<file path="config.mk">
export PLATFORM = sky130hd
export DESIGN_NAME = series_sum_engine
export DESIGN_NICKNAME = d
export VERILOG_FILES = /design/src/rtl/series_sum_engine.sv
export SDC_FILE = /design/constraint.sdc
export NUM_CORES = 1
export LEC_CHECK = 0
export ABC_CLOCK_PERIOD_IN_PS = 6300
export CORE_ASPECT_RATIO = 0.75
export CORE_MARGIN = 5
export CORE_UTILIZATION = 40
export DETAILED_ROUTE_END_ITERATION = 12
export PLACE_DENSITY_LB_ADDON = 0.05
export SLEW_MARGIN = 20
export SYNTH_ARGS = -nofsm -noshare
export SYNTH_HDL_FRONTEND = slang
export SYNTH_SLANG_ARGS = --single-unit
</file>
<file path="constraint.sdc">
create_clock -name Clk -period 6.3 [get_ports Clk]
set_clock_uncertainty 0.1 [all_clocks]
set_input_delay 1.26 -clock Clk [delete_from_list [all_inputs] [get_ports Clk]]
set_output_delay 1.26 -clock Clk [all_outputs]
set_load 0.01 [all_outputs]
</file>
<file path="src/rtl/series_sum_engine.sv">
// rtl/series_sum_engine.sv - Multi-mode series accumulator: sum of term(i) for i = N down to 1, one term per clock.
// Ready/valid in on the operand, valid/ready out on the result, sticky overflow and illegal-mode flag.
module series_sum_engine #(
  parameter int N_WIDTH   = 8,
  parameter int SUM_WIDTH = 24
) (
  input  logic                 Clk,
  input  logic                 Rst,
  input  logic [N_WIDTH-1:0]   N,
  input  logic [1:0]           Mode,
  input  logic                 N_valid,
  output logic                 N_ready,
  output logic [SUM_WIDTH-1:0] Sum,
  output logic                 Sum_valid,
  input  logic                 Sum_ready,
  output logic                 Overflow,
  output logic                 Mode_err,
  output logic                 Busy
);

  // Terms are formed wide enough for both the square and the result before truncation.
  localparam int TW = (2 * N_WIDTH > SUM_WIDTH) ? 2 * N_WIDTH : SUM_WIDTH;

  typedef enum logic [1:0] {
    IDLE = 2'b00,
    BUSY = 2'b01,
    DONE = 2'b10
  } state_t;

  state_t               state;
  logic [N_WIDTH-1:0]   i;
  logic [1:0]           mode_q;
  logic [SUM_WIDTH-1:0] sum_q;
  logic                 ovf_q;
  logic                 merr_q;

  logic [2*N_WIDTH-1:0] square;
  logic [TW-1:0]        term_wide;
  logic                 term_trunc;
  logic [SUM_WIDTH:0]   add_full;

  assign square = {{N_WIDTH{1'b0}}, i} * {{N_WIDTH{1'b0}}, i};

  always_comb begin
    term_wide = '0;
    case (mode_q)
      2'b00:   term_wide = TW'(i);
      2'b01:   term_wide = TW'(square);
      2'b10:   term_wide = (TW'(i) << 1) - TW'(1);
      default: term_wide = '0;
    endcase
  end

  // Any term bit above the result width is lost, so it counts as overflow.
  assign term_trunc = |(term_wide >> SUM_WIDTH);
  assign add_full   = {1'b0, sum_q} + {1'b0, term_wide[SUM_WIDTH-1:0]};

  always_ff @(posedge Clk) begin
    if (Rst) begin
      state  <= IDLE;
      i      <= '0;
      mode_q <= 2'b00;
      sum_q  <= '0;
      ovf_q  <= 1'b0;
      merr_q <= 1'b0;
    end else begin
      case (state)
        IDLE: begin
          if (N_valid) begin
            mode_q <= Mode;
            i      <= N;
            sum_q  <= '0;
            ovf_q  <= 1'b0;
            merr_q <= 1'b0;
            if (Mode == 2'b11) begin
              merr_q <= 1'b1;
              state  <= DONE;
            end else if (N == '0) begin
              state  <= DONE;
            end else begin
              state  <= BUSY;
            end
          end
        end
        BUSY: begin
          sum_q <= add_full[SUM_WIDTH-1:0];
          ovf_q <= ovf_q | add_full[SUM_WIDTH] | term_trunc;
          i     <= i - 1'b1;
          if (i == N_WIDTH'(1)) state <= DONE;
        end
        DONE: begin
          if (Sum_ready) state <= IDLE;
        end
        default: state <= IDLE;
      endcase
    end
  end

  assign N_ready   = (state == IDLE);
  assign Busy      = (state == BUSY);
  assign Sum_valid = (state == DONE);
  assign Sum       = sum_q;
  assign Overflow  = ovf_q;
  assign Mode_err  = merr_q;

endmodule

</file>
# Word-level counts from Yosys, hierarchy flattened
# Index checks and enable logic that the tools add are counted.
[totals]
out_inout_bits = 29
regBits = 38
input_bits = 14
[classes]
addsub = 3
n_eq_ne = 9
bitwise = 1
mul = 1
muxes = 14
n_reduce_logical = 7
[op_table]
columns = ["operator", "count"]
rows = [
  ["24-bit one-hot mux with 3 select lines", 1],
  ["24-bit one-hot mux with 2 select lines", 1],
  ["24-bit by 24-bit adder with 25-bit output", 1],
  ["24-bit two-way mux", 1],
  ["8-bit by 8-bit multiplier with 16-bit output", 1],
  ["8-bit one-hot mux with 2 select lines", 1],
  ["2-bit two-way mux", 5],
  ["9-bit by 1-bit subtractor with 10-bit output, second input constant", 1],
  ["8-bit by 1-bit == test with 1-bit output, second input constant", 1],
  ["8-bit logical NOT", 1],
  ["8-bit two-way mux", 1],
  ["8-bit by 1-bit subtractor with 8-bit output, second input constant", 1],
  ["2-bit == test, second input constant", 3],
  ["2-bit one-hot mux with 3 select lines", 1],
  ["2-bit by 1-bit == test with 1-bit output, second input constant", 2],
  ["2-bit logical NOT", 2],
  ["2-bit by 1-bit != test with 1-bit output, second input constant", 2],
  ["2-bit AND reduction", 2],
  ["3-bit AND reduction", 1],
  ["1-bit two-way mux", 2],
  ["2-bit != test, second input constant", 1],
  ["1-bit one-hot mux with 2 select lines", 1],
  ["2-bit nonzero test", 1],
  ["1-bit bitwise OR", 1],
]

# Longest topological paths before layout
# Gate-level depths: netlist (run 1).
[logic_depth]
ltp_word = 5
depth_mapped = 28

# Least setup slack after synthesis (run 1)
# No wires, ideal clock.
[synth_timing]
path_kind = "flip-flop to flip-flop"
start = "register i[5]"
end = "register sum_q[21] (netlist: Sum[21])"
setup_slack_ns = 0.247
stages_incl_launch_ff = 26
required_ns = 6.083
t_arrival_ns = 5.836
setup_time_ns = 0.117
synth_period_minus_slack_ns = 6.053
path_cell_list = "dfxtp_1 > clkbuf_1 > inv_1 > nor2_1 > fa_1 > fa_1 > inv_1 > fa_1 > fa_1 > inv_1 > ha_1 > o21a_1 > o21ai_0 > nand2b_1 > a41oi_1 > a21oi_1 > xnor2_1 > o21ai_1 > ha_1 > a21oi_1 > inv_1 > a31oi_1 > o21ai_0 > a31o_1 > or3_1 > a32o_1"
[synth_between]
elab_chain_cells = 4
[synth_rtl]
columns = ["element", "line_no", "rtl"]
rows = [
  ["start, declared", "31", "logic [N_WIDTH-1:0] i;"],
  ["start signal, assigned", "88", "i <= i - 1'b1;"],
  ["8-bit by 8-bit multiplier with 16-bit output / 9-bit by 1-bit subtractor with 10-bit output (equally long branches)", "42, 49", ""],
  ["24-bit one-hot mux with 3 select lines (*)", "46", "case (mode_q)"],
  ["24-bit by 24-bit adder with 25-bit output (*)", "56", "assign add_full = {1'b0, sum_q} + {1'b0, term_wide[SUM_WIDTH-1:0]};"],
  ["24-bit one-hot mux with 2 select lines (*)", "67", "case (state)"],
  ["end signal, assigned", "86", "sum_q <= add_full[SUM_WIDTH-1:0];"],
  ["end, declared", "33", "logic [SUM_WIDTH-1:0] sum_q;"],
]
# Every way passes the cells marked *; elsewhere a longest branch is shown, timed or not.
# A chain may end at the register's enable or synchronous reset.

# Final worst setup path (run 1)
[layout_timing]
start = "register i[3]"
end = "register sum_q[22] (netlist: Sum[22])"
# The elaborated chain is that of the path after synthesis.

==> results of run 1 <==
cell usage in the layout, fill, tap and decap left out, types with 3 or more instances in the layout:
master and count:
nand2b_1 7, dfxtp_1 34, mux2i_1 3, buf_4 21, o21ai_1 23, a21oi_1 36, nor3_1 4, a211oi_1 11
clkbuf_16 5, o21ai_0 19, a31oi_1 3, a211oi_2 4, nor2b_1 6, xnor2_1 23, dfxtp_2 3, and2_1 14
xor2_1 16, o21a_1 5, nor2_1 51, o22ai_1 8, and3_1 3, o211ai_1 4, nand3_1 8, inv_1 56
a21o_1 9, nand2_1 61, ha_1 57, fa_1 26, nor4_1 6, clkdlybuf4s50_1 42, a22o_1 3, a22oi_1 9
power breakdown:
part,switching (mW),internal [mW]
logic,0.287,0.207
registers,0.0290,0.257
clock network,0.111,0.228
worst max path at each step:
stage | start | endpoint | slack (ps) | depth (start not counted)
2_1_floorplan | i[5]$_SDFFE_PP0P_ | Sum[21]$_SDFFE_PP0P_ | 250 | 25
4_1_cts | i[2]$_SDFFE_PP0P_ | Sum[21]$_SDFFE_PP0P_ | 80 | 23
3_3_place_gp | i[2]$_SDFFE_PP0P_ | Sum[21]$_SDFFE_PP0P_ | 230 | 23
3_5_place_dp | i[2]$_SDFFE_PP0P_ | Sum[21]$_SDFFE_PP0P_ | 100 | 23
6_report | i[3]$_SDFFE_PP0P_ | Sum[22]$_SDFFE_PP0P_ | 310 | 23
5_1_grt | i[5]$_SDFFE_PP0P_ | Sum[18]$_SDFFE_PP0P_ | -20 | 26
synthesized netlist by cell type, types with 3 or more instances:
master	count	area [um^2]
xnor2_1	23	201
clkbuf_1	28	105
a22oi_1	9	67.6
mux2i_1	3	30.0
fa_1	26	521
a21o_1	9	67.6
a21oi_1	38	190
o22ai_1	8	50.1
nor4_1	6	37.5
o21ai_0	20	100
a31oi_1	3	18.8
ha_1	58	726
nand3_1	8	40.0
nand2b_1	7	43.8
a211oi_1	14	105
nor2b_1	6	37.5
o211ai_1	4	30.0
o21a_1	5	37.5
nor3_1	4	20.0
xor2_1	16	140
and3_1	3	18.8
nor2_1	52	195
inv_1	56	210
nand2_1	61	229
a22o_1	3	26.3
dfxtp_1	38	761
and2_1	14	87.6
o21ai_1	22	110
worst register-to-register path: cells and delay by family (launching register included):
| family | cells | cell delay, ps |
|---|---|---|
| adders and majority gates | 6 | 2810 |
| AOI/OAI and AO/OA | 8 | 1160 |
| and+or+nand+nor | 4 | 1050 |
| DFF | 1 | 340 |
| xor gates and xnor gates | 2 | 270 |
| buffers and inverters | 3 | 180 |
metal layers:
| layer | up-vias | wire length [um] | track usage |
|---|---|---|---|
| li1 | 2111 | - | - |
| met1 | 2008 | 7010 | 0.291 |
| met2 | 94 | 4920 | 0.272 |
| met3 | 6 | 610 | 0.0346 |
| met4 | 0 | 55 | 0.0213 |
| met5 | - | 0 | 0 |
sequential cells by signal, indices dropped and copies added (netlist names):
name and flops:
Mode_err 1, Overflow 1, Sum 24, i 8
mode_q 2, state 2
logic make-up after synthesis:
group | synth area share
AOI/OAI and AO/OA | 0.235
xor gates and xnor gates | 0.0745
adders and majority gates | 0.272
buffers and inverters | 0.0718
DFF | 0.166
muxes | 0.00655
and+or+nand+nor | 0.174
timing repair:
item | CTS | global route
gates resized for setup | 0 | 15
endpoints found under the setup margin | 0 | 9
buffers inserted | 0 | 2
cell type report:
type / count / area share
flip-flops and latches: 38 / 0.140
repair buffers: 63 / 0.105
multi-input cells: 462 / 0.648
clock buffers: 5 / 0.0228
well taps: 140 / 0.0320
clock inverters: 3 / 0.0126
inverters: 57 / 0.0390
==> metrics.cfg, run 1 <==
[run_status]
status = finished, final reports clean

[floorplanning]
num_rows = 33
die_y_um = 103
fp.coreArea_um2 = 11100
io_pins = 43
die_area_um2 = 13700
die_w_um = 134
start_util = 0.414

[setup_path]
cpMostUsedCell = fa_1
worst-path-buf-inv = 3
cpPeakStageDelay_ps = 560
crit_arrival_ps = 6070
slowest_stage = fa_1
reg2reg_depth = 23
rr_startpoint = i[3]$_SDFFE_PP0P_
startpoint_type = register
worstSetupEndpointType = register
crit_chain = inv_1 > nor2_2 > fa_1 > fa_1 > inv_1 > fa_1 > fa_1 > inv_1 > ha_1 > o21a_1 > o21ai_0 > nand2b_1 > a41oi_2 > a21oi_1 > xnor2_1 > o21ai_1 > ha_1 > nand2_1 > or4_1 > o21ai_1 > o21ba_1 > xnor2_1 > a22o_1
reg2reg_to = Sum[22]$_SDFFE_PP0P_
crit_fanout = 5
critPathRequiredTime_ps = 6390
crit_family = adder cells
reg2reg_setup_slack_ps = 310
crit_type = register to register

[cells_and_area]
drive_gt1_frac = 0.0844
seq_area_um2 = 768
syn2layout_area_growth_pct = 19.6
diodes = 0
layout.nets = 725
finalInstanceArea_um2 = 5480
multi_input_area_um2 = 3550
fillCellCount = 1119
utilization = 0.495
stdcell_count = 768

[synthesis]
ys_types = 62
syn_avg_cell_area_um2 = 7.81
ys_warn_count = 0
syn_area_um2 = 4580
ys_async_sr_fraction = 0
synthFlopType = dfxtp_1
ys_seq_area_frac = 0.166
ys_seq_elements = 38
synth_edf_count = 0
syn_nets = 685
synthCells = 587

[global_routing]
grt_max_degree = 25
globalRouteOverflowTotal = 0
grtUsageTotal = 0.186
grt_pass1_vias = 3944
antenna_found_initial = 0
grt_pass1_wl_mm = 20.6

[timing]
rsz0062_at_grt = yes
slew_viol_final = 0
hold_viol = 0
fmax_mhz = 167
post-route-period-util = 0.950
whs_ps = 368
timing.final.crit_period_ps = 5990
worst_pin_slew_ps = 925
setup_ws_ps = 313
tns_ps = 0
max_slew_margin = 0.382
setup_viol = 0

[cts]
cts_made_buffers = 5
clk_latency_ps = 290
cts_tree = built
path_clk_slew_ps = 60
cts.sink_count = 38
cts_root_buf = clkbuf_16
holdBufCountCts = 0
cts_max_level = 2
cts_buffer_depth = 2

[hold_path]
holdPathStages = 2
hold_path.class = register to register
hold_end = Sum[20]$_SDFFE_PP0P_
worstHoldStart = Sum[20]$_SDFFE_PP0P_

[place]
postPlaceCellArea_um2 = 5210
dp_cells = 758
preCtsSetupSlack_ps = 96.8
io_buffers = 42
hpwlAfterDp_mm = 9.91
gp_congestion = 0.886

[drt]
drtIter0Drc = 255
firstDrtPassIters = 4
antenna_left = 0
wire_per_inst_um = 16.4
via_per_inst = 5.49
drc_errors = 0
drt_wl_total_mm = 12.6
vias = 4219

[power]
p_leak_nw = 2.45
p_total_mw = 1.12
power.density_nw_per_um2 = 204
vdd_drop_max_mv = 0.107

[job]
cap_violations = 0

Note: power is estimated with default switching activity, not from simulation.
==> run 2, diff against run 1 <==
--- a/config.mk
+++ b/config.mk
@@ -6,11 +6,11 @@
 export NUM_CORES = 1
 export LEC_CHECK = 0
 export ABC_CLOCK_PERIOD_IN_PS = 6300
-export CORE_ASPECT_RATIO = 0.75
+export CORE_ASPECT_RATIO = 0.7
 export CORE_MARGIN = 5
 export CORE_UTILIZATION = 40
 export DETAILED_ROUTE_END_ITERATION = 12
-export PLACE_DENSITY_LB_ADDON = 0.05
+export GPL_TIMING_DRIVEN = 0
 export SLEW_MARGIN = 20
 export SYNTH_ARGS = -nofsm -noshare
 export SYNTH_HDL_FRONTEND = slang
==> run 2 against run 1 <==
  * Die area about the same
  * Global-route usage increased by 0.59 points
  * Hold slack got worse by 0.98 ps
  * Utilization increased by 1.6 points
  * Power increased by 4.9%
  * Worst setup slack got worse by 100 ps
  * Via count increased by 5.2%
  * Cell area increased by 3.8%
  * Sequential power decreased by 2%
  * Final cell count increased by 3.5%
  * First-iteration DRC count increased by 15%
  * Sequential share of layout area decreased by 0.36 points
  * Critical path type unchanged
  * Critical endpoint is now Sum[21]$_SDFFE_PP0P_
==> metrics.cfg, run 2 (synthesized netlist as in run 1, its figures left out) <==
[floorplanning]
die_w_um = 138  ; +3.2%
io_pins = 43  ; unchanged
die_area_um2 = 13700  ; about the same
start_util = 0.412  ; -0.00242
fp.coreArea_um2 = 11100  ; +0.59%
num_rows = 32  ; -3.0%
die_y_um = 99.6  ; -3.1%

[setup_path]
startpoint_type = register
crit_fanout = 12  ; +7
crit_arrival_ps = 6170  ; +100 ps
crit_type = register to register
critPathRequiredTime_ps = 6380  ; about the same
worstSetupEndpointType = register
reg2reg_depth = 25  ; +8.7%

[global_routing]
grt_pass1_wl_mm = 21.1  ; +2.5%
grt_pass1_vias = 4136  ; +4.9%
grt_max_degree = 13  ; -48%
grtUsageTotal = 0.192  ; +0.00585
globalRouteOverflowTotal = 0  ; unchanged
antenna_found_initial = 0  ; unchanged

[cts]
clk_latency_ps = 290  ; about the same
cts_root_buf = clkbuf_16
holdBufCountCts = 0  ; unchanged
cts_tree = built
cts_max_level = 2  ; unchanged
cts_buffer_depth = 2  ; unchanged
cts.sink_count = 38  ; unchanged
cts_made_buffers = 5  ; unchanged
path_clk_slew_ps = 60  ; about the same

[power]
p_leak_nw = 2.49  ; +1.5%
vdd_drop_max_mv = 0.120  ; +11%
power.density_nw_per_um2 = 206  ; +1.0%

[cells_and_area]
fillCellCount = 1068  ; -4.6%
final_common_cell = nand2_1
finalInstanceArea_um2 = 5690  ; +3.8%
drive_gt1_frac = 0.117  ; +0.0324
syn2layout_area_growth_pct = 24.1
largest_register_ffs = 24  ; unchanged
layout.nets = 739  ; +1.9%
final_cell_mix = nand2_1, inv_1, ha_1
diodes = 0  ; unchanged
multi_input_area_um2 = 3670  ; +3.2%
seq_area_um2 = 777  ; +1.1%

[drt]
wire_per_inst_um = 16.7  ; +1.6%
drtIter0Drc = 293  ; +15%
firstDrtPassIters = 5  ; +1
drt_wl_total_mm = 13.2  ; +5.2%
drc_errors = 0  ; unchanged
vias = 4438  ; +5.2%
antenna_left = 0  ; unchanged
via_per_inst = 5.58  ; +1.6%

[timing]
post-route-period-util = 0.966  ; +0.0159
slew_viol_final = 0  ; unchanged
max_slew_margin = 0.525  ; +0.144
tns_ps = 0  ; unchanged
timing.final.crit_period_ps = 6090  ; +100 ps
setup_viol = 0  ; unchanged
fmax_mhz = 164  ; -1.6%
setup_ws_ps = 213  ; -100 ps
worst_pin_slew_ps = 709  ; -215 ps
hold_viol = 0  ; unchanged

[run_status]
status = finished, final reports clean

[place]
gp_congestion = 0.899  ; +1.4%
hpwlAfterDp_mm = 9.94  ; +0.31%
preCtsSetupSlack_ps = -561  ; -657 ps
io_buffers = 40  ; -4.8%
postPlaceCellArea_um2 = 5180  ; -0.60%

[hold_path]
hold_path.class = register to register
holdPathStages = 2  ; unchanged

[job]
cap_violations = 0  ; unchanged

run 2: changes by cell type in the layout (fill, tap and decap cells not counted), moves of 3 or more:
cell / before / now
dfxtp_1: 34 / 31
clkbuf_1: 0 / 19
ha_4: 1 / 4
buf_4: 21 / 11
a21oi_1: 36 / 33
and2_1: 14 / 11
ha_1: 57 / 53
run 2: cell type report:
type / instances / share of cell area
Clock inverter: 2 / 0.0106
Multi-Input combinational cell: 462 / 0.645
Sequential cell: 38 / 0.137
Timing Repair Buffer: 50 / 0.0836
Buffer: 27 / 0.0277
Inverter: 57 / 0.0389
Clock buffer: 6 / 0.0244
Tap cell: 153 / 0.0336
run 2: final timing paths:
kind                        startpoint                   end  slack, ps
setup / recovery     i[5]$_SDFFE_PP0P_  Sum[21]$_SDFFE_PP0P_        210
hold / removal    Sum[23]$_SDFFE_PP0P_  Sum[23]$_SDFFE_PP0P_        370
setup reg to reg     i[5]$_SDFFE_PP0P_  Sum[21]$_SDFFE_PP0P_        210
hold reg to reg   Sum[23]$_SDFFE_PP0P_  Sum[23]$_SDFFE_PP0P_        370
run 2: routing by layer:
layer	vias up	track usage	routed length, um
met5	-	0	0
met4	0	0.0463	114
met3	9	0.0324	1010
met2	152	0.284	5690
met1	2125	0.288	6430
li1	2152	-	-
run 2: critical path, stage by stage (launching register included):
cell	delay, ps
dfxtp_4	450
clkinvlp_4	170
buf_4	160
nor2_1	200
ha_1	280
ha_1	280
inv_1	50
fa_1	500
fa_1	550
inv_1	40
ha_1	310
o21a_1	200
o31a_1	130
o211ai_1	280
a21oi_2	130
a211oi_2	260
xor2_1	210
o21ai_1	90
ha_2	230
a21oi_2	170
inv_1	70
a31oi_2	210
o21ai_1	100
a31o_1	250
or3_1	310
a32o_1	240
run 2: per-stage QoR:
stage	util	power (mW)	std cells	hold WS, ps
5_1_grt	0.511	1.25	795	396
2_1_floorplan	-	0.637	587	385
3_3_place_gp	0.465	0.757	780	354
3_5_place_dp	0.465	0.763	780	364
4_1_cts	0.490	1.13	787	372
6_report	0.511	1.17	795	367
run 2: timing repair:
| item | 4_1_cts | 5_1_grt |
|---|---|---|
| resized for setup | 25 | 47 |
| buffers inserted | 1 | 9 |
| setup endpoints to repair | 12 | 11 |
| pin swaps | 2 | 12 |
run 2: report_power, final:
group / leakage, nW / internal, mW / switching (mW) / total (mW)
combinational: 2.08 / 0.230 / 0.312 / 0.542
sequential: 0.312 / 0.258 / 0.0233 / 0.281
clock: 0.0971 / 0.238 / 0.113 / 0.351
total: 2.49 / 0.726 / 0.448 / 1.17
==> run 3, diff against run 2 <==
--- a/config.mk
+++ b/config.mk
@@ -11,6 +11,7 @@
 export CORE_UTILIZATION = 40
 export DETAILED_ROUTE_END_ITERATION = 12
 export GPL_TIMING_DRIVEN = 0
+export REMOVE_ABC_BUFFERS = 1
 export SLEW_MARGIN = 20
 export SYNTH_ARGS = -nofsm -noshare
 export SYNTH_HDL_FRONTEND = slang
==> run 3 against run 2 <==
  * Power shrank 8.5%
  * Critical path type unchanged
  * Utilization is 1.9 points lower
  * Combinational power shrank 13%
  * Cell area decreased by 3.7%
  * Sequential power increased by 7.1%
  * Clock-buffer cell count unchanged
  * Via count down 4.1%
  * Register-to-register slack improved by 40 ps
==> metrics.cfg, run 3 (synthesized netlist as in run 1, its figures left out) <==
[run_status]
status = finished, final reports clean

[floorplanning]
die_area_um2 = 13700  ; unchanged
die_w_um = 138  ; unchanged
start_util = 0.412  ; unchanged
die_y_um = 99.6  ; unchanged
fp.coreArea_um2 = 11100  ; unchanged
num_rows = 32  ; unchanged
io_pins = 43  ; unchanged

[place]
hpwlAfterDp_mm = 9.20  ; -7.4%
gp_congestion = 0.873  ; -2.8%
io_buffers = 42  ; +5.0%
postPlaceCellArea_um2 = 5080  ; -1.8%

[cells_and_area]
syn2layout_area_growth_pct = 19.5
finalInstanceArea_um2 = 5480  ; -3.7%
final_cell_mix = nand2_1, ha_1, inv_1
final_common_cell = nand2_1
fillCellCount = 1105  ; +3.5%
largest_register_ffs = 24  ; unchanged
layout.nets = 717  ; -3.0%
diodes = 0  ; unchanged
drive_gt1_frac = 0.102  ; -0.0150

[cts]
clk_latency_ps = 290  ; about the same
cts_buffer_depth = 2  ; unchanged
cts_tree = built
holdBufCountCts = 0  ; unchanged
cts.sink_count = 38  ; unchanged
cts_root_buf = clkbuf_16
path_clk_slew_ps = 60  ; about the same
cts_made_buffers = 5  ; unchanged
cts_max_level = 2  ; unchanged

[power]
p_leak_nw = 2.41  ; -2.9%
power.density_nw_per_um2 = 196  ; -5.0%
vdd_drop_max_mv = 0.100  ; -16%
p_total_mw = 1.07  ; -8.5%

[drt]
drc_errors = 0  ; unchanged
drtIter0Drc = 424  ; +45%
via_per_inst = 5.51  ; -1.3%
drt_wl_total_mm = 12.2  ; -8.1%
firstDrtPassIters = 6  ; +1
vias = 4255  ; -4.1%
antenna_left = 0  ; unchanged
wire_per_inst_um = 15.8  ; -5.4%

[timing]
hold_viol = 0  ; unchanged
slew_viol_final = 0  ; unchanged
worst_pin_slew_ps = 926  ; +216 ps
timing.final.crit_period_ps = 6050  ; -35.4 ps
max_slew_margin = 0.381  ; -0.144
post-route-period-util = 0.961  ; -0.00562
fmax_mhz = 165  ; +0.59%
setup_viol = 0  ; unchanged
tns_ps = 0  ; unchanged
rsz0062_at_grt = yes

[hold_path]
hold_path.class = register to register

[global_routing]
grtUsageTotal = 0.177  ; -0.0146
grt_pass1_vias = 3935  ; -4.9%
globalRouteOverflowTotal = 0  ; unchanged
grt_max_degree = 25  ; +12
antenna_found_initial = 0  ; unchanged
grt_pass1_wl_mm = 19.9  ; -5.7%

[setup_path]
worstSetupEndpointType = register
slowest_stage = fa_1
crit_arrival_ps = 6180  ; about the same
crit_fanout = 12  ; unchanged
cpMostUsedCell = fa_1
crit_chain = and2_2 > fa_1 > xor2_1 > xnor2_1 > fa_1 > inv_1 > fa_1 > inv_1 > ha_1 > o21a_1 > o31a_1 > o211ai_1 > nand2_1 > a21oi_1 > xor2_1 > o21ai_1 > ha_1 > a21oi_1 > o21ai_0 > a211oi_2 > a2111oi_2 > or4_1 > nand3_1
reg2reg_setup_slack_ps = 250  ; +40 ps
startpoint_type = register
crit_type = register to register
cpPeakStageDelay_ps = 550  ; about the same
critPathRequiredTime_ps = 6430  ; +50 ps

[job]
cap_violations = 0  ; unchanged

==> run 3: final timing paths <==
path         depth (start not counted)              endpoint                 start
min reg2reg                          2  Sum[17]$_SDFFE_PP0P_  Sum[17]$_SDFFE_PP0P_
max reg2reg                         23  Sum[18]$_SDFFE_PP0P_     i[7]$_SDFFE_PP0P_
min                                  2  Sum[17]$_SDFFE_PP0P_  Sum[17]$_SDFFE_PP0P_
max                                 23  Sum[18]$_SDFFE_PP0P_     i[7]$_SDFFE_PP0P_
==> run 3: final cells by class <==
cell class	count	area [um^2]	area share
Inverter	57	225	0.0411
Multi-Input combinational cell	462	3590	0.655
Clock buffer	6	139	0.0254
Sequential cell	38	791	0.144
Clock inverter	1	30.0	0.00548
Tap cell	153	191	0.0349
Timing Repair Buffer	55	515	0.0941
==> run 3: routing by layer <==
layer / routed length (um) / vias to the layer above / part of all wire / track usage
met1: 6360 / 2006 / 0.52 / 0.277
met5: 0 / - / 0 / 0
met2: 4860 / 140 / 0.40 / 0.250
met4: 99 / 0 / 0.0081 / 0.0296
li1: - / 2100 / - / -
met3: 853 / 9 / 0.070 / 0.0384
==> run 3: stage by stage <==
step           hold WS (ps)  instances   util  worst slack [ps]
6_report                373        772  0.492               248
5_1_grt                 398        772  0.492             -42.8
4_1_cts                 376        759  0.473              4.38
3_5_place_dp            364        752  0.457              -337
3_3_place_gp            356        752  0.456              -285
2_1_floorplan           385        557      -               367
==> run 3: critical path, delay by kind of cell, from the launching register on <==
family          cells  cell delay [ps]
compound gates      9             1680
fa+ha+maj           5             2350
simple gates        4              910
xor+xnor            3              460
flops               1              400
buf+inv             2              100
==> run 3: report_power, final <==
| group | internal (mW) | leakage (nW) | total, mW | switching, mW |
|---|---|---|---|---|
| combinational | 0.203 | 2.02 | 0.474 | 0.271 |
| clock | 0.196 | 0.0829 | 0.299 | 0.103 |
| sequential | 0.259 | 0.314 | 0.301 | 0.0421 |
==> run 3: repair_timing <==
| item | 4_1_cts | 5_1_grt |
|---|---|---|
| gates cloned | 0 | 0 |
| resized for setup | 10 | 31 |
| buffers inserted | 0 | 13 |
| pin swaps | 0 | 4 |
| endpoints found under the setup margin | 8 | 12 |
